<file path="config.mk">
export PLATFORM = sky130hd
export DESIGN_NAME = sram_fifo_1r1w_flat
export DESIGN_NICKNAME = d
export VERILOG_FILES = /design/src/rtl/sram_fifo_1r1w_if.sv /design/src/rtl/sram_fifo_1r1w.sv /design/src/flat_wrapper.sv
export SDC_FILE = /design/constraint.sdc
export NUM_CORES = 1
export LEC_CHECK = 0
export CORE_MARGIN = 1.5
export CORE_UTILIZATION = 65
export CTS_BUF_LIST = sky130_fd_sc_hd__clkbuf_16
export DETAILED_ROUTE_END_ITERATION = 6
export HOLD_SLACK_MARGIN = 0.1
export PLACE_DENSITY = 0.84
export SETUP_SLACK_MARGIN = 0.15
export SLEW_MARGIN = 20
export SYNTH_ARGS = -nofsm -noshare
export SYNTH_HDL_FRONTEND = slang
export SYNTH_SLANG_ARGS = --single-unit
</file>
<file path="constraint.sdc">
create_clock -name clk -period 2 [get_ports clk]
set_clock_uncertainty 0.15 [all_clocks]
set_input_delay 0.4 -clock clk [delete_from_list [all_inputs] [get_ports clk]]
set_output_delay 0.4 -clock clk [all_outputs]
set_load 0.02 [all_outputs]
</file>
<file path="src/rtl/sram_fifo_1r1w_if.sv">
// Stream handshake bundle for sram_fifo_1r1w: producer side, consumer side and occupancy.
interface sram_fifo_1r1w_if #(
    parameter int DATA_WIDTH = 8,
    parameter int ADDR_WIDTH = 4
);
    logic                  in_valid;
    logic                  in_ready;
    logic [DATA_WIDTH-1:0] in_data;
    logic                  out_valid;
    logic                  out_ready;
    logic [DATA_WIDTH-1:0] out_data;
    logic [ADDR_WIDTH+1:0] level;

    modport master (
        output in_valid, in_data, out_ready,
        input  in_ready, out_valid, out_data, level
    );

    modport slave (
        input  in_valid, in_data, out_ready,
        output in_ready, out_valid, out_data, level
    );
endinterface

</file>
<file path="src/rtl/sram_fifo_1r1w.sv">
// Single-clock FIFO on an inferred 1r1w SRAM (registered read) with a 2-entry FWFT output buffer.
// Optional status outputs (almost_full, almost_empty, overflow_err) under SRAM_FIFO_STATUS_EN.
module sram_fifo_1r1w #(
    parameter int DATA_WIDTH      = 8,
    parameter int ADDR_WIDTH      = 4,
    parameter int ALMOST_FULL_TH  = 2,
    parameter int ALMOST_EMPTY_TH = 2
) (
    input  logic            clk,
    input  logic            rst_n,
    sram_fifo_1r1w_if.slave io
`ifdef SRAM_FIFO_STATUS_EN
    ,
    output logic            almost_full,
    output logic            almost_empty,
    output logic            overflow_err
`endif
);
    localparam int RAM_DEPTH = 1 << ADDR_WIDTH;
    localparam int LW        = ADDR_WIDTH + 2;
    localparam int CW        = ADDR_WIDTH + 1;
    localparam logic [LW-1:0] CAP = LW'(RAM_DEPTH + 2);

    logic [DATA_WIDTH-1:0] mem [RAM_DEPTH];
    logic [DATA_WIDTH-1:0] ram_rdata;

    logic [1:0]            rst_sync_q, rst_sync_d;
    logic                  rst_int_n;
    logic [ADDR_WIDTH-1:0] wr_ptr_q, wr_ptr_d, rd_ptr_q, rd_ptr_d;
    logic [CW-1:0]         arr_cnt_q, arr_cnt_d;
    logic                  inflight_q, inflight_d;
    logic [DATA_WIDTH-1:0] buf0_q, buf0_d, buf1_q, buf1_d;
    logic [1:0]            occ_q, occ_d, occ_sum;
    logic [LW-1:0]         level_q, level_d;
    logic                  push, pop, issue;

    // Assertion clears everything at once; release is retimed to clk.
    assign rst_sync_d = {rst_sync_q[0], 1'b1};
    assign rst_int_n  = rst_sync_q[1];

    always_ff @(posedge clk or negedge rst_n) begin
        if (!rst_n) rst_sync_q <= 2'b00;
        else        rst_sync_q <= rst_sync_d;
    end

    assign io.in_ready  = (level_q < CAP);
    assign io.out_valid = (occ_q != 2'd0);
    assign io.out_data  = buf0_q;
    assign io.level     = level_q;

    assign push    = io.in_valid && io.in_ready;
    assign pop     = io.out_valid && io.out_ready;
    assign occ_sum = occ_q + {1'b0, inflight_q};
    // A read may be issued into the slot that a same-cycle pop is vacating.
    assign issue   = (arr_cnt_q != '0) && ((occ_sum < 2'd2) || ((occ_sum == 2'd2) && pop));

    always_ff @(posedge clk) begin
        if (push)  mem[wr_ptr_q] <= io.in_data;
        if (issue) ram_rdata     <= mem[rd_ptr_q];
    end

    always_comb begin
        wr_ptr_d   = push  ? wr_ptr_q + 1'b1 : wr_ptr_q;
        rd_ptr_d   = issue ? rd_ptr_q + 1'b1 : rd_ptr_q;
        inflight_d = issue;

        arr_cnt_d = arr_cnt_q;
        case ({push, issue})
            2'b10:   arr_cnt_d = arr_cnt_q + 1'b1;
            2'b01:   arr_cnt_d = arr_cnt_q - 1'b1;
            default: arr_cnt_d = arr_cnt_q;
        endcase

        level_d = level_q;
        case ({push, pop})
            2'b10:   level_d = level_q + 1'b1;
            2'b01:   level_d = level_q - 1'b1;
            default: level_d = level_q;
        endcase

        buf0_d = buf0_q;
        buf1_d = buf1_q;
        occ_d  = occ_q;
        if (pop) begin
            buf0_d = buf1_q;
            occ_d  = occ_q - 2'd1;
        end
        // Returning read lands behind whatever survives the pop.
        if (inflight_q) begin
            if (occ_d == 2'd0) buf0_d = ram_rdata;
            else               buf1_d = ram_rdata;
            occ_d = occ_d + 2'd1;
        end
    end

    always_ff @(posedge clk or negedge rst_int_n) begin
        if (!rst_int_n) begin
            wr_ptr_q   <= '0;
            rd_ptr_q   <= '0;
            arr_cnt_q  <= '0;
            inflight_q <= 1'b0;
            buf0_q     <= '0;
            buf1_q     <= '0;
            occ_q      <= 2'd0;
            level_q    <= '0;
        end else begin
            wr_ptr_q   <= wr_ptr_d;
            rd_ptr_q   <= rd_ptr_d;
            arr_cnt_q  <= arr_cnt_d;
            inflight_q <= inflight_d;
            buf0_q     <= buf0_d;
            buf1_q     <= buf1_d;
            occ_q      <= occ_d;
            level_q    <= level_d;
        end
    end

`ifdef SRAM_FIFO_STATUS_EN
    logic almost_full_q, almost_full_d;
    logic almost_empty_q, almost_empty_d;
    logic overflow_err_q, overflow_err_d;

    always_comb begin
        almost_full_d  = (level_d >= (CAP - LW'(ALMOST_FULL_TH)));
        almost_empty_d = (level_d <= LW'(ALMOST_EMPTY_TH));
        overflow_err_d = overflow_err_q | (io.in_valid & ~io.in_ready);
    end

    always_ff @(posedge clk or negedge rst_int_n) begin
        if (!rst_int_n) begin
            almost_full_q  <= 1'b0;
            almost_empty_q <= 1'b0;
            overflow_err_q <= 1'b0;
        end else begin
            almost_full_q  <= almost_full_d;
            almost_empty_q <= almost_empty_d;
            overflow_err_q <= overflow_err_d;
        end
    end

    assign almost_full  = almost_full_q;
    assign almost_empty = almost_empty_q;
    assign overflow_err = overflow_err_q;
`else
    logic unused_status_th;
    assign unused_status_th = ^{ALMOST_FULL_TH, ALMOST_EMPTY_TH};
`endif
endmodule
</file>
<file path="src/flat_wrapper.sv">
// flat-port wrapper written by rule: the top's interface ports become plain ports
module sram_fifo_1r1w_flat 
#(
    parameter int DATA_WIDTH      = 8,
    parameter int ADDR_WIDTH      = 4,
    parameter int ALMOST_FULL_TH  = 2,
    parameter int ALMOST_EMPTY_TH = 2
)
  (clk, rst_n, io_in_valid, io_in_data, io_out_ready, io_in_ready, io_out_valid, io_out_data, io_level);
  sram_fifo_1r1w_if #(.DATA_WIDTH(DATA_WIDTH), .ADDR_WIDTH(ADDR_WIDTH)) io_i ();
  input  logic clk;
  input  logic rst_n;
  input wire logic [$bits(io_i.in_valid)-1:0] io_in_valid;
  input wire logic [$bits(io_i.in_data)-1:0] io_in_data;
  input wire logic [$bits(io_i.out_ready)-1:0] io_out_ready;
  output wire logic [$bits(io_i.in_ready)-1:0] io_in_ready;
  output wire logic [$bits(io_i.out_valid)-1:0] io_out_valid;
  output wire logic [$bits(io_i.out_data)-1:0] io_out_data;
  output wire logic [$bits(io_i.level)-1:0] io_level;
  assign io_i.in_valid = io_in_valid;
  assign io_i.in_data = io_in_data;
  assign io_i.out_ready = io_out_ready;
  assign io_in_ready = io_i.in_ready;
  assign io_out_valid = io_i.out_valid;
  assign io_out_data = io_i.out_data;
  assign io_level = io_i.level;
  sram_fifo_1r1w #(.DATA_WIDTH(DATA_WIDTH), .ADDR_WIDTH(ADDR_WIDTH), .ALMOST_FULL_TH(ALMOST_FULL_TH), .ALMOST_EMPTY_TH(ALMOST_EMPTY_TH)) u_core (.clk(clk), .rst_n(rst_n), .io(io_i));
endmodule
</file>
==> qor.csv <==
metric,value,unit
ys_seq_elements,176,
grt_setup_unrepaired,true,
hold_viol,0,
critical_path_required,2.17,ns
outcome,finished with violations,
final_nets,558,
crit_path_category,reg -> reg,
crit_path_max_fanout,3,
worst_pin_slew,0.928,ns
gpl.final_weighted_congestion,0.789,
clkLatencyLatePin,0.44,ns
final_critical_path_setup_slack,-0.898,ns
post_route_ant_nets,0,
grt_first_pass_wirelength,27200,um
drc,0,
max-slew-margin-rel,37.9,%
syn_nets,447,
synth-async-reset-ratio,22.7,%
firstDrtPassIters,4,
floorplan.rows,38,
grt_usage,33.6,%
layout_min_cycle_time,2.90,ns
via_count_of_the_first_global_routing_pass,4633,
ys_seq_area_share,69.9,%
synthCells,419,
worst_path_dominant_cell_family,simple AND/OR/NAND/NOR gates,
ys_types,46,
placement.io_buffers,27,
numClockSinks,176,
power_report.internal_total,0.0113,W
violated_checks,negative setup slack,
r2r_setup_slack,-0.90,ns
yosys_warnings,0,
clk_pin_slew,0.07,ns
clock_tree.htree_level_count,4,
grt_overflow,0,
timing_max_transition_violations_final,0,
syn_avg_cell_area,17.4,sq um
critical_path.most_common_cell,ha_4,
timing.critical_path.from_type,flip-flop,
buffers_inverters_on_critical_path,2,
r2r_path_end,u_core.arr_cnt_q[4],
cpPeakStageDelay,0.42,ns
clockBufferDepth,2,
insertedDiodeCount,0,
vias,4546,
antenna_found_initial,0,
effective_utilization_at_floorplan,66.8,%
clock_power_share,18.9,%
hp-class,reg -> async,
vdd.ir_drop.worst,2.17,mV
floorplan.core_area,10900,sq um
floorplan.die.height,109,um
cp_cell_sequence,"or3_4, a21oi_4, and2_4, inv_8, ha_4, buf_6, ha_4, nor2b_4, o21ai_2, a21oi_2, or3b_4, xnor2_2",
synth_edf_count,136,
post-route-period-util,145,%
syn_area,7280,sq um
net-switching-power,0.00662,W
design_power_total,0.0179,W
num_io_pins,28,
wirelength,20600,um
critical_path_arrival,3.07,ns
post_drt_wl_per_cell,30.1,um
fmaxAchievable,345,MHz
worst-r2r-cell-count,12,
power.share.combinational,51.7,%
grt_start_max_net_pins,39,
die_width,109,um
tritoncts_clock_tree,done,
setup_viol_count_final,158,
dp.final_hpwl,9380,um
tritoncts.num_buffers,17,
critPathCaptureType,flip-flop,
cap_viol_max_count,0,
design.die.area,11800,sq um
drive_gt1_share,45.3,%
average_via_count_per_standard_cell,6.66,
power.share.sequential,29.4,%
holdWs,0.153,ns
swShare,36.9,%
worst_r2r_startpoint,u_core.io.level[3],
power_density,1830,nW/um^2
synth_flop_cell,edfxtp_1,
cellLeakagePower,3.58,nW
flow.area_growth_from_synthesis,34.6,%
critical_path.slowest_cell,or3_4,
cts_root_buf,clkbuf_16,
drt_iter0_markers,564,
synth_stat cells (3+ instances only):
master	instances	area, sq um
ha_1	15	188
nor3_1	5	25.0
a22oi_1	16	120
nand2_4	4	45.0
clkbuf_1	11	41.3
nand2b_1	3	18.8
mux4_2	32	721
nor2b_1	5	31.3
inv_1	12	45.0
buf_2	7	35.0
xor2_1	9	78.8
nor2_1	17	63.8
buf_1	3	11.3
mux2i_1	9	90.1
a21oi_1	8	40.0
mux2_2	10	113
nand2_1	22	82.6
xnor2_1	11	96.3
o21ai_0	14	70.1
dfrtp_1	40	1000
edfxtp_1	136	4080
routing by layer:
| layer | up-vias | wire length (um) | track usage [%] |
|---|---|---|---|
| li1 | 1845 | - | - |
| met1 | 2322 | 7350 | 38.6 |
| met5 | - | 0 | 0 |
| met3 | 78 | 1370 | 9.86 |
| met2 | 301 | 10900 | 58.3 |
| met4 | 0 | 974 | 15.1 |
area by class of cell:
type                    count  area, sq um
well taps                 140          175
repair buffers            115         1290
flip-flops and latches    176         5090
multi-input cells         208         2590
clock inverters            12         98.8
fillers                   349         1090
clock buffers              20          500
inverters                  12         55.1
logic make-up after synthesis:
logic type	Yosys count	synth area share (%)
fa+ha+maj	16	2.85
xor+xnor	21	2.63
mux	51	12.7
simple gates	71	5.40
flops	176	69.9
other cells	1	0.0515
compound gates	47	4.14
buf+inv	36	2.36
worst register-to-register path: stages (launching register included):
cell and delay [ns]:
dfrtp_1 0.40, or3_4 0.42, a21oi_4 0.16, and2_4 0.20, inv_8 0.04, ha_4 0.16
buf_6 0.12, ha_4 0.22, nor2b_4 0.13, o21ai_2 0.19, a21oi_2 0.08, or3b_4 0.39
xnor2_2 0.14
worst max-delay path by stage:
stage | from | end | depth (start not counted)
2_1_floorplan | u_core.io.level[1] | u_core.arr_cnt_q[4] | 13
3_3_place_gp | io_out_ready | u_core.arr_cnt_q[4] | 12
3_5_place_dp | io_out_ready | u_core.arr_cnt_q[4] | 12
5_1_grt | u_core.io.level[3] | u_core.arr_cnt_q[4] | 12
6_report | u_core.io.level[3] | u_core.arr_cnt_q[4] | 12
4_1_cts | u_core.io.level[1] | u_core.arr_cnt_q[4] | 12
registers in the layout, indices dropped and copies added, names as in the netlist, 2 cells and up:
register            flops
u_core.mem            128
u_core.buf1_q           8
u_core.io.out_data      8
u_core.ram_rdata        8
u_core.io.level         6
u_core.arr_cnt_q        5
u_core.rd_ptr_q         4
u_core.wr_ptr_q         4
u_core.occ_q            2
u_core.rst_sync_q       2
power groups by stage:
stage,logic [W],registers [W],clock network [W]
after floorplan,0.00440,0.00530,0
after global placement,0.00609,0.00515,0
after detailed placement,0.00639,0.00521,0
after CTS,0.00788,0.00517,0.00338
after global routing,0.00967,0.00530,0.00352
final,0.00926,0.00527,0.00339
cells in the final DEF (no fill, tap or decap), types with 13 or more instances in the layout:
master | Yosys | final
dfrtp_1 | 40 | 37
buf_12 | 1 | 22
buf_4 | 1 | 51
nand2_1 | 22 | 19
mux4_2 | 32 | 32
a22oi_2 | 0 | 15
edfxtp_1 | 136 | 136
clkbuf_16 | 0 | 20
nor2_4 | 0 | 13
through the flow:
| stage | setup WS, ns | TNS [ns] | utilization [%] | cell area (sq um) | cells |
|---|---|---|---|---|---|
| 2_1_floorplan | -0.978 | -37.93 | - | 7610 | 419 |
| 3_3_place_gp | -0.921 | -31.53 | 77.6 | 8450 | 616 |
| 3_5_place_dp | -0.987 | -40.19 | 77.6 | 8450 | 616 |
| 4_1_cts | -0.840 | -42.02 | 87.5 | 9530 | 672 |
| 5_1_grt | -0.944 | -55.79 | 90.0 | 9800 | 683 |
| 6_report | -0.898 | -47.74 | 90.0 | 9800 | 683 |
repair_timing:
action | CTS | global route
setup endpoints to repair | 184 | 184
endpoints found under the hold margin | 2 | 0
cloned | 3 | 0
pin swaps | 26 | 31
hold buffers | 1 | 0
gates resized for setup | 80 | 36
setup buffers | 20 | 11
(Power assumes the default switching activity.)
